[src/rtl/if_id_buffer_pkg.sv]
// Shared constants for the fetch/decode boundary: opcode encodings and the NOP word.
// Latency: n/a (constants only).
// Backpressure: n/a.
package if_id_buffer_pkg;

    // Major opcodes, instr[6:0], that carry an immediate the decode stage needs.
    localparam logic [6:0] OP_IMM    = 7'b0010011;
    localparam logic [6:0] OP_LOAD   = 7'b0000011;
    localparam logic [6:0] OP_BRANCH = 7'b1100011;

    // addi x0, x0, 0. Presented to decode whenever the buffer has nothing valid.
    localparam logic [31:0] NOP = 32'h0000_0013;

    // Number of entries held between fetch and decode.
    localparam int unsigned DEPTH = 2;

endpackage

[src/rtl/if_id_buffer_imm_gen.sv]
// Immediate extraction for the decode head: I-type (OP-IMM, LOAD) and B-type (BRANCH).
// Latency: purely combinational.
// Backpressure: none, no state.
// Ports: instr  - 32-bit instruction word
//        imm    - sign-extended immediate, zero for opcodes without a supported immediate
module imm_gen
    import if_id_buffer_pkg::*;
#(
    parameter int ADDRESS_WIDTH = 32
) (
    input  logic [31:0]              instr,
    output logic [ADDRESS_WIDTH-1:0] imm
);

    logic [11:0] imm_i;
    logic [12:0] imm_b;
    logic [7:0]  unused_bits;

    assign imm_i = instr[31:20];
    // Branch offsets are halfword-aligned, so bit 0 is always zero.
    assign imm_b = {instr[31], instr[7], instr[30:25], instr[11:8], 1'b0};

    // instr[19:12] (rs1 and funct3) never feed an immediate.
    assign unused_bits = instr[19:12];

    always_comb begin
        imm = '0;
        case (instr[6:0])
            OP_IMM, OP_LOAD: imm = {{(ADDRESS_WIDTH-12){imm_i[11]}}, imm_i};
            OP_BRANCH:       imm = {{(ADDRESS_WIDTH-13){imm_b[12]}}, imm_b};
            default:         imm = '0;
        endcase
    end

endmodule

[src/rtl/if_id_buffer.sv]
// Two-entry FIFO between instruction fetch and decode, with flush and immediate extraction.
// Latency: 1 cycle from push to head (no bypass); flush empties the buffer on the next edge.
// Backpressure: in_ready = (occupancy < 2) from registered state only; fetch holds data when low.
// Ports: clk/rst (async active-low)        - clock and reset
//        in_valid/in_instr/in_pc/in_ready - push side from fetch
//        flush                            - discard all entries; wins over same-cycle push/pop
//        out_valid/out_instr/out_pc/out_imm/out_ready - head entry to decode
//        occupancy                        - number of valid entries, 0..2
module if_id_buffer
    import if_id_buffer_pkg::*;
#(
    parameter int ADDRESS_WIDTH = 32,
    parameter int DATA_WIDTH    = 32
) (
    input  logic                     clk,
    input  logic                     rst,
    input  logic                     in_valid,
    input  logic [DATA_WIDTH-1:0]    in_instr,
    input  logic [ADDRESS_WIDTH-1:0] in_pc,
    output logic                     in_ready,
    input  logic                     flush,
    output logic                     out_valid,
    output logic [DATA_WIDTH-1:0]    out_instr,
    output logic [ADDRESS_WIDTH-1:0] out_pc,
    output logic [ADDRESS_WIDTH-1:0] out_imm,
    input  logic                     out_ready,
    output logic [1:0]               occupancy
);

    logic [ADDRESS_WIDTH-1:0] pc_q    [DEPTH];
    logic [DATA_WIDTH-1:0]    instr_q [DEPTH];
    logic                     wr_ptr;
    logic                     rd_ptr;
    logic [1:0]               count;

    logic                     push;
    logic                     pop;
    logic [DATA_WIDTH-1:0]    head_instr;
    logic [ADDRESS_WIDTH-1:0] head_imm;

    // Both handshakes are decided from count alone, so out_ready never reaches in_ready.
    assign in_ready  = (count != 2'd2);
    assign out_valid = (count != 2'd0);
    assign occupancy = count;

    assign push = in_valid & in_ready;
    assign pop  = out_valid & out_ready;

    always_ff @(posedge clk or negedge rst) begin
        if (!rst) begin
            pc_q[0]    <= '0;
            pc_q[1]    <= '0;
            instr_q[0] <= '0;
            instr_q[1] <= '0;
            wr_ptr     <= 1'b0;
            rd_ptr     <= 1'b0;
            count      <= 2'd0;
        end else if (flush) begin
            // Any push arriving with the flush belongs to the squashed path and is dropped.
            wr_ptr <= 1'b0;
            rd_ptr <= 1'b0;
            count  <= 2'd0;
        end else begin
            if (push) begin
                pc_q[wr_ptr]    <= in_pc;
                instr_q[wr_ptr] <= in_instr;
                wr_ptr          <= ~wr_ptr;
            end
            if (pop) begin
                rd_ptr <= ~rd_ptr;
            end
            case ({push, pop})
                2'b10:   count <= count + 2'd1;
                2'b01:   count <= count - 2'd1;
                default: count <= count;
            endcase
        end
    end

    assign head_instr = instr_q[rd_ptr];

    imm_gen #(
        .ADDRESS_WIDTH (ADDRESS_WIDTH)
    ) u_imm_gen (
        .instr (head_instr[31:0]),
        .imm   (head_imm)
    );

    // Stale storage is never exposed: an empty buffer looks like a NOP at pc 0.
    always_comb begin
        out_instr = DATA_WIDTH'(NOP);
        out_pc    = '0;
        out_imm   = '0;
        if (out_valid) begin
            out_instr = head_instr;
            out_pc    = pc_q[rd_ptr];
            out_imm   = head_imm;
        end
    end

endmodule

[config.mk]
export PLATFORM = sky130hd
export DESIGN_NAME = if_id_buffer
export DESIGN_NICKNAME = d
export VERILOG_FILES = /design/src/rtl/if_id_buffer_pkg.sv /design/src/rtl/if_id_buffer_imm_gen.sv /design/src/rtl/if_id_buffer.sv
export SDC_FILE = /design/constraint.sdc
export NUM_CORES = 1
export LEC_CHECK = 0
export BUFFER_PORTS_ARGS = -buffer_cell sky130_fd_sc_hd__buf_2
export CAP_MARGIN = 20
export CELL_PAD_IN_SITES_DETAIL_PLACEMENT = 1
export CELL_PAD_IN_SITES_GLOBAL_PLACEMENT = 2
export CORE_MARGIN = 1
export CORE_UTILIZATION = 35
export DETAILED_ROUTE_END_ITERATION = 10
export PLACE_DENSITY_LB_ADDON = 0.1
export SYNTH_ARGS = -nofsm -noshare
export SYNTH_HDL_FRONTEND = slang
export SYNTH_SLANG_ARGS = --single-unit
[constraint.sdc]
create_clock -name clk -period 3.7 [get_ports clk]
set_clock_uncertainty 0.1 [all_clocks]
set_input_delay 0.37 -clock clk [delete_from_list [all_inputs] [get_ports clk]]
set_output_delay 0.37 -clock clk [all_outputs]
set_load 0.01 [all_outputs]
Word level (Yosys, flattened, before mapping)
Index checks and enable logic that the tools add are counted.
{"block": "classes", "n_addsub": 2, "magnitude_cmp": 3, "eq_ne": 6, "n_mux": 20, "n_bitwise": 7, "reduce_logical": 7}
{"cell": "$mux W32", "n": 10}
{"cell": "$bwmux W64", "n": 2}
{"cell": "$pmux W32 S2", "n": 1}
{"cell": "$demux W32 S1", "n": 1}
{"cell": "$eq A7 B2 Y1 const B", "n": 1}
{"cell": "$eq A7 B5 Y1 const B", "n": 1}
{"cell": "$eq A7 B7 Y1 const B", "n": 1}
{"cell": "$reduce_bool A2 Y1", "n": 3}
{"cell": "$ge A2 B2 Y1 const B", "n": 2}
{"cell": "$mux W1", "n": 4}
{"cell": "$not A1 Y2", "n": 2}
{"cell": "$pmux W2 S2", "n": 1}
{"cell": "$not A1 Y1", "n": 3}
{"cell": "$reduce_bool A3 Y1", "n": 1}
{"cell": "$add A2 B1 Y2 const B", "n": 1}
{"cell": "$and A1 B1 Y1", "n": 2}
{"cell": "$eq A2 B1 Y1 const B", "n": 1}
{"cell": "$eq A2 B2 Y1 const B", "n": 1}
{"cell": "$lt A2 B1 Y1 const B", "n": 1}
{"cell": "$mux W2", "n": 1}
{"cell": "$ne A2 B2 Y1 const B", "n": 1}
{"cell": "$reduce_and A2 Y1", "n": 1}
{"cell": "$reduce_or A2 Y1", "n": 1}
{"cell": "$sub A2 B1 Y2 const B", "n": 1}
{"cell": "$logic_and A1 B1 Y1", "n": 1}
{"block": "word_totals", "register_bits": 132, "out_inout_bits": 100, "wordCells": 52}

Depth between registers and ports, before layout
Gate-level depths: netlist of the first run.
{"block": "depth", "word_depth": 8, "ltp_mapped": 6, "depth_no_buf": 4}

Hierarchy
A second synthesis of the first run with hierarchy kept.
{"block": "hier_totals", "cells_unflattened": 529, "area_unflattened_um2": 6677.7}
{"module": "if_id_buffer", "n_inst": 1, "cells_per_inst": 472, "area_each_um2": 6266.0, "seq_area_each_um2": 3303.2}
{"module": "imm_gen", "n_inst": 1, "cells_per_inst": 57, "area_each_um2": 411.6, "seq_area_each_um2": 0.0}

Worst setup path after synthesis of the first run
No wires, ideal clock.
{"block": "synth_timing", "kind": "register -> output", "startpoint": "register rd_ptr", "endpoint": "output port out_imm[13]", "arrival_ps": 2871, "required_time_ps": 3230, "path_slack_ps": 359, "stages_incl_launch_ff": 6, "path_buffers": 2, "cell_sequence": "dfrtp_1 buf_2 nor3_1 nor2_1 a221oi_1 buf_4"}
{"block": "synth_between", "elab_chain_len": 8, "elab_cells_between_ends": 10, "cone_classes": "3 x eq/ne; 5 x mux; 1 x bitwise; 1 x reduce/logical"}
{"item": "start, declared", "line": "if_id_buffer.sv:33", "rtl": "logic rd_ptr;"}
{"item": "start signal, assigned", "line": "if_id_buffer.sv:70", "rtl": "rd_ptr <= ~rd_ptr;"}
{"item": "$not A1 Y2 (implied by the code) (*)", "line": "if_id_buffer.sv:80", "rtl": "assign head_instr = instr_q[rd_ptr];"}
{"item": "$mux W32 (implied by the code) (*) (3 in a row)", "line": "if_id_buffer.sv:80"}
{"item": "$eq A7 B5 Y1 / $eq A7 B2 Y1 (equally long branches)", "line": "if_id_buffer_imm_gen.sv:28", "rtl": "case (instr[6:0])"}
{"item": "$reduce_or A2 Y1", "line": "if_id_buffer_imm_gen.sv:28"}
{"item": "$pmux W32 S2 (*)", "line": "if_id_buffer_imm_gen.sv:28"}
{"item": "$mux W32 (*)", "line": "if_id_buffer.sv:94", "rtl": "if (out_valid) begin"}
{"item": "end, declared", "line": "if_id_buffer.sv:25", "rtl": "output logic [ADDRESS_WIDTH-1:0] out_imm,"}
Mark *: on every way between the ends. The rest lies on a longest branch, timed or not. The select of a mux whose other input is x is not followed.

Worst setup path in the final report of the first run
{"block": "layout_timing", "startpoint": "register rd_ptr", "endpoint": "output port out_imm[0]"}
Same word-level chain as after synthesis.

==> results of run 1 <==
through the flow:
step	instances	hold WS [ps]
finish	894	87.4
global route	894	76.9
CTS	894	72.3
detailed placement	862	353
global placement	862	344
floorplan	502	-25.6
power breakdown:
part           switching, mW  internal (mW)  total [mW]
Clock                  0.680          0.997        1.68
Sequential             0.211           1.80        2.01
Combinational          0.447          0.582        1.03
state kept, by name, indices dropped and copies added (netlist names):
signal	cells
instr_q	64
pc_q	64
occupancy	2
rd_ptr	1
wr_ptr	1
final cells by class:
type | instances | area (um2) | share of cell area, %
flip-flops and latches | 132 | 3310 | 40.7
multi-input cells | 308 | 2940 | 36.3
repair buffers | 183 | 962 | 11.9
clock buffers | 17 | 425 | 5.24
well taps | 229 | 287 | 3.53
clock inverters | 14 | 153 | 1.88
inverters | 11 | 41.3 | 0.509
per-layer routing:
layer,part of all wire [%],wire (um)
met3,5.8,970
met5,0.18,31
met1,43,7310
met4,1.1,184
met2,50,8360
cell families after synthesis:
| group | count (synthesis) |
|---|---|
| multiplexers | 192 |
| flip-flops | 132 |
| AND/OR/NAND/NOR | 82 |
| buffers and inverters | 62 |
| AO/OA/AOI/OAI | 33 |
| XOR/XNOR | 1 |
final timing paths:
| kind | start | end | slack (ps) | depth (start not counted) |
|---|---|---|---|---|
| min in group asynchronous | rst | instr_q[13]$_DFFE_PN0P_ | 450 | 2 |
| max | rd_ptr$_DFFE_PN0P_ | out_imm[0] | 350 | 4 |
| min reg2reg | instr_q[16]$_DFFE_PN0P_ | instr_q[16]$_DFFE_PN0P_ | 400 | 1 |
| min | in_pc[25] | pc_q[57]$_DFFE_PN0P_ | 90 | 2 |
| max in group asynchronous | rst | instr_q[20]$_DFFE_PN0P_ | 2130 | 3 |
| max reg2reg | occupancy[0]$_DFFE_PN0P_ | pc_q[32]$_DFFE_PN0P_ | 1620 | 4 |
worst max-delay path, delay by kind of cell (launching register included):
family | cells | cell delay [ps]
AND/OR/NAND/NOR | 2 | 960
flip-flops | 1 | 660
AO/OA/AOI/OAI | 1 | 610
buffers and inverters | 1 | 230
cell usage after synthesis, types with 7 or more instances:
| library cell | count |
|---|---|
| inv_1 | 11 |
| dfrtp_1 | 132 |
| mux2_4 | 50 |
| nor2_1 | 50 |
| clkbuf_1 | 10 |
| o211ai_1 | 11 |
| and2_1 | 9 |
| nand2_1 | 10 |
| mux2i_1 | 48 |
| mux2_2 | 94 |
| a221oi_1 | 7 |
| buf_4 | 19 |
| buf_2 | 14 |
==> results by group, run 1 <==
Run status
  – Status: finished, final reports clean

Synth
  – Synth async-reset ratio: 100%
  – Xor/xnor cell area share of the yosys netlist: 0.133%
  – Netlist Area Pre-Place: 0.00661 mm2
  – Synthesized Nets: 571
  – Post-synthesis cell type with the largest combined area: dfrtp_1
  – Adder-cell share of the synthesized area: 0%
  – Top FF cell, synth: dfrtp_1
  – Synth Area in Simple Gates: 6.04%
  – Synth top area share: 50.0%
  – Register bit total from synthesis: 132
  – Cell count after synthesis: 502
  – EDFF count, synth: 0
  – Mux cell area share after synthesis: 34.7%
  – Main combinational cell family by area after synthesis: multiplexers
  – Synth unique cells: 33
  – Seq/Total Area, Yosys: 50.0%
  – Synth Area in Compound Gates: 3.62%
  – Top cells by area, synth: dfrtp_1 50%, mux2_2 16%, mux2_4 11%, mux2i_1 7.3%, nor2_1 2.8%
  – Avg Inst Size Synth: 13.2 um2
  – Syn. warnings: 0

Cells and area
  – Share of cells above drive strength 1: 54.7%
  – Commonest non-fill, non-tap cell in the layout: buf_2
  – N_diodes: 0
  – Nets@finish: 722
  – Fill cells: 1933
  – Layout Area Growth over Synthesis: 22.9%
  – Final Util: 44.6%
  – Design Area, Final: 0.00812 mm2
  – Most frequent cells in the layout: 167 x buf_2, 131 x dfrtp_1, 94 x mux2_2

Setup path
  – Crit-path slowest cell: dfrtp_4
  – Worst Path Arrival: 2880 ps
  – Worst Path Required: 3230 ps
  – Worst Setup Path Type: reg2out
  – Worst setup EP type: output pin
  – Startpoint Class: flip-flop
  – Crit-path cells: nor3b_1 > nor2_1 > a2111oi_1 > buf_2
  – Crit path largest cell delay: 660 ps
  – Crit Path Max Fanout: 23

Placement
  – DP HPWL: 11.5 mm
  – Pre-CTS setup slack: 819 ps
  – Port bufs: 168
  – Placed Area: 0.00753 mm2
  – GPL Wtd Cong: 0.778

Drt
  – Routed WL: 16.9 mm
  – Routed Antenna Nets: 0
  – Routed len/inst: 18.9 um
  – Iter 0 DRT Violations: 80
  – Post-route DRC violation count: 0
  – Vias: 4477
  – 1st-pass router iterations: 4
  – Vias per cell: 5.01

Power and ir drop
  – Final Total Pwr: 4.72 mW
  – Worst VDD drop: 0.308 mV
  – P_leak: 3.87 nW
  – PwrDens: 581 mW/mm2

Floorplan
  – Row cnt: 49
  – Die width: 139 um
  – Core Box Area: 0.0182 mm2
  – Die Y: 139 um
  – DIE AREA: 0.0194 mm2
  – Initial Util: 36.3%
  – Boundary pin count: 169

Clock network
  – CTS Buf Count: 17
  – H-tree levels: 4
  – Post-CTS Setup Inserts: 0
  – Resized Gates After CTS: 0
  – Hold_buf cts: 1
  – CTS tree: yes
  – Root Driver: clkbuf_16
  – Clk Latency, worst-skew pair: 410 ps
  – Clock sinks: 132
  – Clock slew at reported path FFs: 70 ps
  – CTS Buffer Depth: 2

GRT
  – Largest net degree at the start of global routing: 78
  – Antenna violations before repair: 2
  – First-pass GRT wire length: 27.1 mm
  – Total GRT Usage: 18.2%
  – GRT overflow: 0
  – Grt peak-use layer: met2
  – Met3 usage: 5.30%
  – Met2 usage: 31.1%
  – Number of global-route vias before repair: 4920
  – Routing usage on met1: 22.1%

Run
  – Max-Cap Viols: 0

STA
  – Worst-Margin Slew: 735 ps
  – Setup WS post-layout: 349 ps
  – Setup Viol. Count Final: 0
  – Fin crit share: 90.6%
  – Final Hold Viols: 0
  – Worst rel slew slack: 51.0%
  – Tmin final: 3350 ps
  – Unrepaired setup endpoints after global routing: false
  – Final Slew Violations: 0
  – Highest clock rate: 298 MHz
  – Setup_tns: 0 ps

Min path
  – Hold Crit Class: in2reg
No activity file was read; power rests on OpenSTA's default activity.
==> run 2, diff against run 1 <==
BUFFER_PORTS_ARGS = default   (was -buffer_cell sky130_fd_sc_hd__buf_2)
CORE_UTILIZATION = 38   (was 35)
DONT_BUFFER_PORTS = 1   (was default)
clock period = 2.8 ns   (was 3.7 ns; I/O delays follow)
==> results by group, run 2 (same netlist as run 1, synthesis figures left out) <==
GRT
  – GRT overflow: 0 (unchanged)
  – First-pass GRT wire length: 25.7 mm (was 27.1 mm)
  – Largest net degree at the start of global routing: 133 (was 78)
  – Antenna violations before repair: 1 (was 2)
  – Met3 usage: 6.05% (was 5.30%)
  – Number of global-route vias before repair: 4705 (was 4920)
  – Grt peak-use layer: met2 (unchanged)
  – Total GRT Usage: 18.6% (was 18.2%)
  – Met2 usage: 31.8% (was 31.1%)
  – Routing usage on met1: 22.8% (was 22.1%)

Setup path
  – Crit-path cells: buf_6 > and4bb_2 > nor2_2 > a221oi_4 > buf_12 (was nor3b_1 > nor2_1 > a2111oi_1 > buf_2)
  – Worst Setup Path Type: reg2out (unchanged)
  – Startpoint Class: flip-flop (unchanged)
  – Worst Path Required: 2420 ps (was 3230 ps)
  – Crit Path Max Fanout: 19 (was 23)
  – Buf/Inv on CP: 2 (was 1)
  – Worst setup EP type: output pin (unchanged)
  – Crit path largest cell delay: 510 ps (was 660 ps)
  – CP top delay family: flip-flops (was simple AND/OR/NAND/NOR gates)
  – FF-to-FF End: pc_q[21]$_DFFE_PN0P_ (was pc_q[32]$_DFFE_PN0P_)
  – Crit-path slowest cell: dfrtp_4 (unchanged)
  – Worst Path Arrival: 2260 ps (was 2880 ps)
  – R2R Path Start: occupancy[0]$_DFFE_PN0P_ (unchanged)
  – Worst reg-to-reg setup slack: 630 ps (was 1620 ps)
  – Worst setup path startpoint: rd_ptr$_DFFE_PN0P_ (unchanged)
  – R2r worst-path depth: 5 (was 4)

STA
  – Hold slack: -544 ps (was 87.4 ps)
  – Fin crit share: 94.4%
  – Setup_tns: 0 ps (unchanged)
  – Setup WS post-layout: 157 ps (was 349 ps)
  – Final Hold Viols: 132 (was 0)
  – Highest clock rate: 378 MHz
  – Unrepaired setup endpoints after global routing: false (unchanged)
  – Final Slew Violations: 0 (unchanged)
  – Tmin final: 2640 ps
  – Worst rel slew slack: 52.8% (was 51.0%)
  – Worst-Margin Slew: 706 ps (was 735 ps)
  – Setup Viol. Count Final: 0 (unchanged)

Cells and area
  – Layout Area Growth over Synthesis: 23.0% (was 22.9%)
  – Share of cells above drive strength 1: 36.5% (was 54.7%)
  – Most frequent cells in the layout: 131 x dfrtp_1, 94 x mux2_2, 67 x dlygate4sd3_1 (was 167 x buf_2, 131 x dfrtp_1, 94 x mux2_2)
  – Nets@finish: 629 (was 722)
  – Commonest non-fill, non-tap cell in the layout: dfrtp_1 (was buf_2)
  – Post-Layout Cell Count: 793 (was 894)

Power and ir drop
  – P_leak: 3.46 nW (was 3.87 nW)
  – PwrDens: 773 mW/mm2 (was 581 mW/mm2)
  – Worst VDD drop: 0.439 mV (was 0.308 mV)

Clock network
  – CTS tree: yes (unchanged)
  – Clock slew at reported path FFs: 60 ps (was 70 ps)
  – Clock sinks: 132 (unchanged)
  – H-tree levels: 4 (unchanged)
  – Hold_buf cts: 67 (was 1)
  – Root Driver: clkbuf_16 (unchanged)
  – CTS Buffer Depth: 2 (unchanged)
  – CTS Buf Count: 17 (unchanged)
  – Post-CTS Setup Inserts: 0 (unchanged)
  – Clk Latency, worst-skew pair: 420 ps (was 410 ps)

Drt
  – Routed len/inst: 19.5 um (was 18.9 um)
  – Routed WL: 15.5 mm (was 16.9 mm)
  – Iter 0 DRT Violations: 138 (was 80)
  – 1st-pass router iterations: 4 (unchanged)
  – Routed Antenna Nets: 0 (unchanged)
  – Vias per cell: 5.19 (was 5.01)
  – Vias: 4115 (was 4477)
  – Post-route DRC violation count: 0 (unchanged)

Floorplan
  – DIE AREA: 0.0179 mm2 (was 0.0194 mm2)
  – Row cnt: 47 (was 49)
  – Die width: 134 um (was 139 um)
  – Initial Util: 39.4% (was 36.3%)
  – Core Box Area: 0.0168 mm2 (was 0.0182 mm2)
  – Die Y: 134 um (was 139 um)
  – Boundary pin count: 169 (unchanged)

Run status
  – Failing checks: negative hold slack
  – Status: finished, violations left (was finished, final reports clean)

Placement
  – Pre-CTS setup slack: 406 ps (was 819 ps)
  – Port bufs: 0 (was 168)
  – Dpl cells: 694 (was 862)
  – GPL Wtd Cong: 0.728 (was 0.778)
  – DP HPWL: 9.81 mm (was 11.5 mm)

Min path
  – Hold Crit Class: in2async (was in2reg)

Run
  – Max-Cap Viols: 0 (unchanged)
[run 2: repair_timing]
item / in CTS / in global routing
hold endpoints to repair: 264 / 132
setup endpoints to repair: 22 / 20
gates resized for setup: 3 / 1
[run 2: how the worst max path moves through the flow]
stage	to	slack, ps	cells past startpoint
floorplan	out_imm[13]	120	5
global placement	out_imm[9]	460	5
detailed placement	out_imm[9]	410	5
CTS	out_imm[13]	60	5
global route	out_imm[18]	40	5
finish	out_imm[13]	160	5
[run 2: power by group]
| part | internal, mW | switching [mW] |
|---|---|---|
| sequential | 2.38 | 0.261 |
| clock | 1.50 | 0.867 |
| combinational | 0.734 | 0.546 |
| total | 4.61 | 1.67 |
[run 2: layout make-up]
cell class,count,area [um2]
Tap cell,220,275
Antenna cell,1,2.50
Fill cell,1707,8640
Inverter,11,41.3
Sequential cell,132,3310
Clock inverter,14,203
Timing Repair Buffer,90,897
Multi-Input combinational cell,308,2970
Clock buffer,17,425
[run 2: through the flow]
stage	utilization (%)	instance area, um2	total power [mW]
after floorplan	-	6610	3.59
after global placement	40.6	6810	3.81
after detailed placement	40.6	6810	3.87
after CTS	48.4	8120	6.39
after global routing	48.5	8120	6.63
final	48.5	8120	6.28
[run 2: layer usage]
layer / vias to the layer above / share of wire [%]
met4: 0 / 0.58
li1: 1860 / -
met2: 100 / 51
met5: - / 0
met3: 10 / 5.8
met1: 2145 / 43
